File: src/rtl/iso14443a_miller_encoder.sv
// ISO14443-A reader-side modified-Miller frame encoder; mod_pause rises 2 cycles after the first byte is accepted.
// One-byte holding register: data_ready low while full; a missing byte at a byte boundary ends the frame with underrun.
module iso14443a_miller_encoder #(
   parameter int BIT_PERIOD  = 128,
   parameter int PAUSE_LEN   = 32,
   parameter int HALF_OFFSET = 64
) (
   input  logic       ck_1356meg,
   input  logic       rst_n,
   input  logic [7:0] data_in,
   input  logic       data_valid,
   input  logic       data_last,
   input  logic       short_frame,
   input  logic       parity_en,
   output logic       data_ready,
   output logic       mod_pause,
   output logic       busy,
   output logic       underrun
);

   localparam int            PW         = $clog2(BIT_PERIOD);
   localparam logic [PW-1:0] PHASE_LAST = PW'(BIT_PERIOD - 1);
   localparam logic [PW-1:0] PHASE_ONE  = PW'(1);

   typedef enum logic [2:0] {
      ST_IDLE,
      ST_SOF,
      ST_DATA,
      ST_PARITY,
      ST_EOF0,
      ST_EOFY
   } state_t;

   typedef enum logic [1:0] {
      SYM_Y,
      SYM_X,
      SYM_Z
   } sym_t;

   state_t        state_q, state_d;
   logic [PW-1:0] phase_q, phase_d;
   logic [7:0]    hold_dat_q, hold_dat_d;
   logic          hold_last_q, hold_last_d;
   logic          hold_short_q, hold_short_d;
   logic          hold_par_q, hold_par_d;
   logic          hold_full_q, hold_full_d;
   logic [7:0]    shift_q, shift_d;
   logic          par_bit_q, par_bit_d;
   logic          cur_last_q, cur_last_d;
   logic          short_q, short_d;
   logic          par_en_q, par_en_d;
   logic [2:0]    bit_idx_q, bit_idx_d;
   logic          prev_q, prev_d;
   logic          mod_q, mod_d;
   logic          busy_q, busy_d;
   logic          underrun_q, underrun_d;

   logic          period_end;
   logic          cur_bit;
   logic          load;
   logic          boundary;
   logic [2:0]    last_idx;
   sym_t          sym;
   logic          pause;

   assign data_ready = ~hold_full_q;
   assign mod_pause  = mod_q;
   assign busy       = busy_q;
   assign underrun   = underrun_q;

   assign period_end = (phase_q == PHASE_LAST);
   assign last_idx   = short_q ? 3'd6 : 3'd7;
   assign cur_bit    = (state_q == ST_PARITY) ? par_bit_q : shift_q[0];

   // Symbol of the current bit period; EOF0 is a logic 0 and follows the same prev_bit rule.
   always_comb begin
      sym = SYM_Y;
      unique case (state_q)
         ST_SOF:               sym = SYM_Z;
         ST_DATA, ST_PARITY:   sym = cur_bit ? SYM_X : (prev_q ? SYM_Y : SYM_Z);
         ST_EOF0:              sym = prev_q ? SYM_Y : SYM_Z;
         default:              sym = SYM_Y;
      endcase
   end

   always_comb begin
      pause = 1'b0;
      if (sym == SYM_Z) begin
         pause = (int'(phase_q) < PAUSE_LEN);
      end else if (sym == SYM_X) begin
         pause = (int'(phase_q) >= HALF_OFFSET) && (int'(phase_q) < HALF_OFFSET + PAUSE_LEN);
      end
   end

   always_comb begin
      state_d      = state_q;
      phase_d      = phase_q;
      hold_dat_d   = hold_dat_q;
      hold_last_d  = hold_last_q;
      hold_short_d = hold_short_q;
      hold_par_d   = hold_par_q;
      hold_full_d  = hold_full_q;
      shift_d      = shift_q;
      par_bit_d    = par_bit_q;
      cur_last_d   = cur_last_q;
      short_d      = short_q;
      par_en_d     = par_en_q;
      bit_idx_d    = bit_idx_q;
      prev_d       = prev_q;
      underrun_d   = 1'b0;
      load         = 1'b0;
      boundary     = 1'b0;

      if (state_q == ST_IDLE || period_end) begin
         phase_d = '0;
      end else begin
         phase_d = phase_q + PHASE_ONE;
      end

      unique case (state_q)
         ST_IDLE: begin
            if (hold_full_q) begin
               load     = 1'b1;
               state_d  = ST_SOF;
               short_d  = hold_short_q;
               par_en_d = hold_par_q;
               prev_d   = 1'b0;
            end
         end
         ST_SOF: begin
            prev_d = 1'b0;
            if (period_end) begin
               state_d = ST_DATA;
            end
         end
         ST_DATA: begin
            if (period_end) begin
               prev_d = cur_bit;
               if (bit_idx_q == last_idx) begin
                  if (par_en_q && !short_q) begin
                     state_d = ST_PARITY;
                  end else begin
                     boundary = 1'b1;
                  end
               end else begin
                  bit_idx_d = bit_idx_q + 3'd1;
                  shift_d   = {1'b0, shift_q[7:1]};
               end
            end
         end
         ST_PARITY: begin
            if (period_end) begin
               prev_d   = cur_bit;
               boundary = 1'b1;
            end
         end
         ST_EOF0: begin
            if (period_end) begin
               state_d = ST_EOFY;
            end
         end
         ST_EOFY: begin
            if (period_end) begin
               state_d = ST_IDLE;
            end
         end
         default: begin
            state_d = ST_IDLE;
         end
      endcase

      // short_frame always closes after one byte, whatever the last flag says.
      if (boundary) begin
         if (!cur_last_q && !short_q && hold_full_q) begin
            load    = 1'b1;
            state_d = ST_DATA;
         end else begin
            state_d    = ST_EOF0;
            underrun_d = !cur_last_q && !short_q;
         end
      end

      if (load) begin
         shift_d     = hold_dat_q;
         par_bit_d   = ~^hold_dat_q;
         cur_last_d  = hold_last_q;
         bit_idx_d   = 3'd0;
         hold_full_d = 1'b0;
      end

      if (data_valid && !hold_full_q) begin
         hold_dat_d   = data_in;
         hold_last_d  = data_last;
         hold_short_d = short_frame;
         hold_par_d   = parity_en;
         hold_full_d  = 1'b1;
      end
   end

   // Outputs are registered from the current state, so they trail the state by one cycle.
   assign mod_d  = pause;
   assign busy_d = (state_q != ST_IDLE);

   always_ff @(posedge ck_1356meg or negedge rst_n) begin
      if (!rst_n) begin
         state_q      <= ST_IDLE;
         phase_q      <= '0;
         hold_dat_q   <= 8'h00;
         hold_last_q  <= 1'b0;
         hold_short_q <= 1'b0;
         hold_par_q   <= 1'b0;
         hold_full_q  <= 1'b0;
         shift_q      <= 8'h00;
         par_bit_q    <= 1'b0;
         cur_last_q   <= 1'b0;
         short_q      <= 1'b0;
         par_en_q     <= 1'b0;
         bit_idx_q    <= 3'd0;
         prev_q       <= 1'b0;
         mod_q        <= 1'b0;
         busy_q       <= 1'b0;
         underrun_q   <= 1'b0;
      end else begin
         state_q      <= state_d;
         phase_q      <= phase_d;
         hold_dat_q   <= hold_dat_d;
         hold_last_q  <= hold_last_d;
         hold_short_q <= hold_short_d;
         hold_par_q   <= hold_par_d;
         hold_full_q  <= hold_full_d;
         shift_q      <= shift_d;
         par_bit_q    <= par_bit_d;
         cur_last_q   <= cur_last_d;
         short_q      <= short_d;
         par_en_q     <= par_en_d;
         bit_idx_q    <= bit_idx_d;
         prev_q       <= prev_d;
         mod_q        <= mod_d;
         busy_q       <= busy_d;
         underrun_q   <= underrun_d;
      end
   end

endmodule

File: config.mk
export PLATFORM = sky130hd
export DESIGN_NAME = iso14443a_miller_encoder
export DESIGN_NICKNAME = d
export VERILOG_FILES = /design/src/rtl/iso14443a_miller_encoder.sv
export SDC_FILE = /design/constraint.sdc
export NUM_CORES = 1
export LEC_CHECK = 0
export ABC_AREA = 1
export CAP_MARGIN = 0
export CELL_PAD_IN_SITES_DETAIL_PLACEMENT = 0
export CELL_PAD_IN_SITES_GLOBAL_PLACEMENT = 2
export CORE_ASPECT_RATIO = 1.5
export CORE_MARGIN = 5
export CORE_UTILIZATION = 38
export DETAILED_ROUTE_END_ITERATION = 8
export PLACE_DENSITY_LB_ADDON = 0.1
export SETUP_SLACK_MARGIN = 0.5
export SLEW_MARGIN = 5
export SYNTH_ARGS = -nofsm -noshare
export SYNTH_HDL_FRONTEND = slang
export SYNTH_SLANG_ARGS = --single-unit
File: constraint.sdc
create_clock -name ck_1356meg -period 2.3 [get_ports ck_1356meg]
set_input_delay 0.575 -clock ck_1356meg [delete_from_list [all_inputs] [get_ports ck_1356meg]]
set_output_delay 0.575 -clock ck_1356meg [all_outputs]
set_load 0.01 [all_outputs]
; Word-level counts from Yosys, hierarchy flattened
; Index checks and enable logic that the tools add are counted.
[op_classes]
addsub = 2
magnitude_cmp = 3
eq_ne = 20
mux = 42
bitwise = 1
n_reduce_logical = 21
[op_table]
columns = cell, count
row1 = $mux 3, 13
row2 = $mux 8, 4
row3 = $ne 3x3->1 const B, 7
row4 = $mux 1, 18
row5 = $pmux 3 s6, 1
row6 = $reduce_and 8->1, 1
row7 = $reduce_xnor 8->1, 1
row8 = $add 7x1->7 const B, 1
row9 = $eq 7x7->1 const B, 1
row10 = $ge 7x7->1 const B, 1
row11 = $lt 7x6->1 const B, 1
row12 = $lt 7x7->1 const B, 1
row13 = $mux 7, 1
row14 = $eq 3x2->1 const B, 2
row15 = $eq 3x3->1 const B, 2
row16 = $ne 2x2->1 const B, 3
row17 = $pmux 2 s3, 1
row18 = $reduce_and 3->1, 2
row19 = $reduce_bool 2->1, 3
row20 = $reduce_bool 3->1, 2
row21 = $logic_and 1x1->1, 5
row22 = $mux 2, 2
row23 = $add 3x1->3 const B, 1
row24 = $eq 3x1->1 const B, 1
row25 = 12 further kinds, 14
[word_totals]
ff_bits = 41
in_bits = 14
elab_cells = 106

; Longest topological paths before layout
[logic_depth]
depth_word = 9
ltp_mapped = 11
depth_no_buf = 11

; Least setup slack after synthesis
; No wires, ideal clock.
[synth_path]
path_kind = in2reg
start = input port data_valid
end = register hold_dat_q[5]
setup_time_ns = 0.125
t_arrival_ns = 1.283
required_time_ns = 2.175
setup_slack_ns = 0.892
cell_stages = 3
path_buffers = 1
cell_sequence = nand2_1 > buf_2 > mux2_2
[synth_between]
elab_chain_cells = 1
[synth_lines]
columns = item, line_no
row1 = "start, declared", 11  ; input logic data_valid,
row2 = $logic_and 1x1->1, 191  ; if (data_valid && !hold_full_q) begin
row3 = "end signal, assigned", 226  ; hold_dat_q <= hold_dat_d;
row4 = "end, declared", 42  ; logic [7:0] hold_dat_q, hold_dat_d;
; Every way passes these cells.
; A chain may end at the register's enable or synchronous reset.

; Final worst setup path
[layout_path]
start = register underrun_q, in the netlist underrun
end = output port underrun
[layout_lines]
columns = item, line_no
row1 = "start, declared", 56  ; logic underrun_q, underrun_d;
row2 = "start signal, assigned", 240  ; underrun_q <= underrun_d;
row3 = "end, declared", 18  ; output logic underrun
; No word-level cell between the ends.

==> reports/metrics.cfg <==
[power]
p_sw_mw = 0.426
p_int_mw = 1.30
power.total_mw = 1.72
seqPwrFrac_pct = 48.9
swShare_pct = 24.7
p_comb_share_pct = 16.7
max-vdd-ir-drop_uv = 520
powerDensity_mw_per_mm2 = 727
p_clk_share_pct = 34.4
p_leak_nw = 1.14

[die]
die_w_um = 69.2
placementRows = 32
dieArea_mm2 = 0.00683
core_region_area_mm2 = 0.00512
dieHeight_um = 98.7
initial_utilization_pct = 38.9
pin_count = 18

[worst_hold_path]
hold_path.class = in -> async

[critical_path]
cp-start-kind = flop
critPathBufInv = 1
rrSetupSlack_ns = 0.59
setup.worst_path.end_class = primary output
crit_chain = clkdlybuf4s50_1
path_delay_family = buffers and inverters
worstPathRequired_ns = 1.73
crit_slowest_cell = clkdlybuf4s50_1
crit_arrival_ns = 1.15
worstSetupPathType = reg -> out
critPathMaxFanout = 1
max_stage_delay_ns = 0.54

[sta]
fin_crit_sh_pct = 74.9
fin_ws_ns = 0.577
final_max_slew_viol_count = 0
worst_slew_pin_slew_ns = 0.536
setup-violations-final = 0
fin_crit_ns = 1.72
max_freq_mhz = 581
hold_violations = 0
finalClockSkew_ns = 0.00747
max-slew-margin-rel_pct = 64.2
setup_tns_ns = 0
hold_slack_ns = 0.245
rsz0062_at_grt = yes

[detailed_routing]
dr.pass1.iters = 4
drt_iter0_markers = 44
num_vias = 1474
drc = 0
viasPerCell = 4.68
wl_um = 3910
post_drt_wl_per_cell_um = 12.4
ant_nets = 0

[clocking]
clk_latency_ns = 0.29
cts_tree = yes
cts_buffer_depth = 2
root_buffer = clkbuf_8
cts_sinks = 41
path_clk_slew_ns = 0.08
cts_max_level = 2
cts_buffers = 5

[synthesis]
synth_flop_cell = dfrtp_1
yosysMostFrequentCell = nand2_1
synth_area_leaders = dfrtp_1, nand2_1, mux2_2, inv_1, nand3_1
syn_inst = 224
ys_seq_area_share_pct = 51.4
synth_top_area_cell = dfrtp_1
synth_common_cells = nand2_1, dfrtp_1, inv_1
syn_nets = 240
async_flop_share_pct = 100
yosysUniqueCellTypes = 26
synth_top_area_share_pct = 51.4
syn_area_mm2 = 0.00199
synth_edf_count = 0
yosys_warnings = 0
ys_seq_elements = 41
syn_area_per_cell_um2 = 8.90

[placement]
gp_congestion = 0.756
port_buffers = 17
pre_cts_slack_ns = 0.382
post-dp-hpwl_um = 2980

[grt]
grt_pass1_wl_um = 7020
grt-ovfl-total = 0
grt_util_all_layers_pct = 12.9
grt_pass1_vias = 1560
grt_max_degree = 42
grt_antenna_before_repair = 0

[outcome]
status = finished clean

[finish]
fin_util_pct = 46.3
area_delta_synth_final_pct = 18.9
diodes = 0
fill_cells = 544
fin_nets = 262
drive_above_1_share_pct = 12.6

[flow_run]
cap_violations = 0

[area by class of cell]
| type | instances | area, µm² | share of cell area (%) |
|---|---|---|---|
| clock buffers | 7 | 86.3 | 3.64 |
| repair buffers | 19 | 191 | 8.07 |
| well taps | 68 | 85.1 | 3.59 |
| multi-input cells | 155 | 863 | 36.4 |
| flip-flops and latches | 41 | 1030 | 43.2 |
| clock inverters | 1 | 30.0 | 1.27 |
| inverters | 24 | 90.1 | 3.80 |
[final timing paths]
| kind | start | to | cells after the start |
|---|---|---|---|
| setup / recovery | underrun | underrun | 1 |
| hold reg to reg | phase_q[0] | phase_q[0] | 1 |
| hold / removal | rst_n | phase_q[4] | 2 |
| max in group asynchronous | rst_n | shift_q[1] | 2 |
| setup reg to reg | phase_q[0] | bit_idx_q[2] | 8 |
| min in group ck_1356meg | phase_q[0] | phase_q[0] | 1 |
[placed cells by master, fill, tap and decap left out]
| cell type | instances |
|---|---|
| o21ai_0 | 11 |
| buf_2 | 1 |
| clkbuf_8 | 6 |
| o21ai_2 | 1 |
| ha_1 | 2 |
| nand2_1 | 60 |
| buf_12 | 1 |
| nor2_1 | 19 |
| buf_4 | 1 |
| nor2_2 | 1 |
| nor3_4 | 1 |
| o21ai_1 | 1 |
| dlygate4sd2_1 | 1 |
| mux2_2 | 8 |
| a21oi_1 | 7 |
| nand2_2 | 2 |
| o211ai_1 | 1 |
| nor4_1 | 1 |
| nand3_2 | 2 |
| nand3_4 | 1 |
| nand3_1 | 15 |
| clkbuf_1 | 1 |
| inv_1 | 22 |
| xor2_1 | 4 |
| nor2_4 | 2 |
| clkdlybuf4s50_1 | 15 |
| nand4_1 | 8 |
| dfrtp_1 | 41 |
| nand2_8 | 1 |
| or2_1 | 1 |
| inv_2 | 2 |
| bufinv_16 | 1 |
| xnor2_1 | 6 |
[what timing repair did]
action	4_1_cts	5_1_grt
hold buffers	0	0
gates cloned	0	0
buffers inserted	0	0
endpoints found under the hold margin	0	0
endpoints found under the setup margin	2	15
pin swaps	0	0
resized for setup	3	5
[state kept, by name, indices dropped and copies added, names as in the netlist, 3 cells and up]
signal and count:
hold_dat_q 8, shift_q 8, phase_q 7, state_q 3
bit_idx_q 3
[metal layers]
metal	share of wire, %	track usage (%)	vias to the layer above
li1	-	-	763
met1	40	13.6	688
met2	57	24.6	19
met3	2.1	2.86	4
met4	1.1	4.51	0
met5	0	0	-
[power by group through the flow]
stage	Combinational, mW	Clock [mW]	Sequential, mW
finish	0.288	0.594	0.843
detailed placement	0.297	0	0.858
global route	0.322	0.647	0.856
CTS	0.298	0.618	0.844
global placement	0.289	0	0.853
floorplan	0.218	0	0.845
[cells by family (layout without fill, tap and decap cells)]
family	count (synthesis)	in the layout	share of synthesized area [%]
AO/OA/AOI/OAI	21	21	5.58
XOR/XNOR	10	10	4.39
adder cells (fa/ha/maj)	2	2	1.25
buffers and inverters	28	51	6.46
flip-flops	41	41	51.4
multiplexers	8	8	4.52
AND/OR/NAND/NOR	114	114	26.4
[per-stage QoR]
step	area, µm²	cells
after CTS	2350	315
final	2370	315
after floorplan	1990	224
after detailed placement	2230	307
after global placement	2230	307
after global routing	2370	315
(Power assumes the default switching activity.)
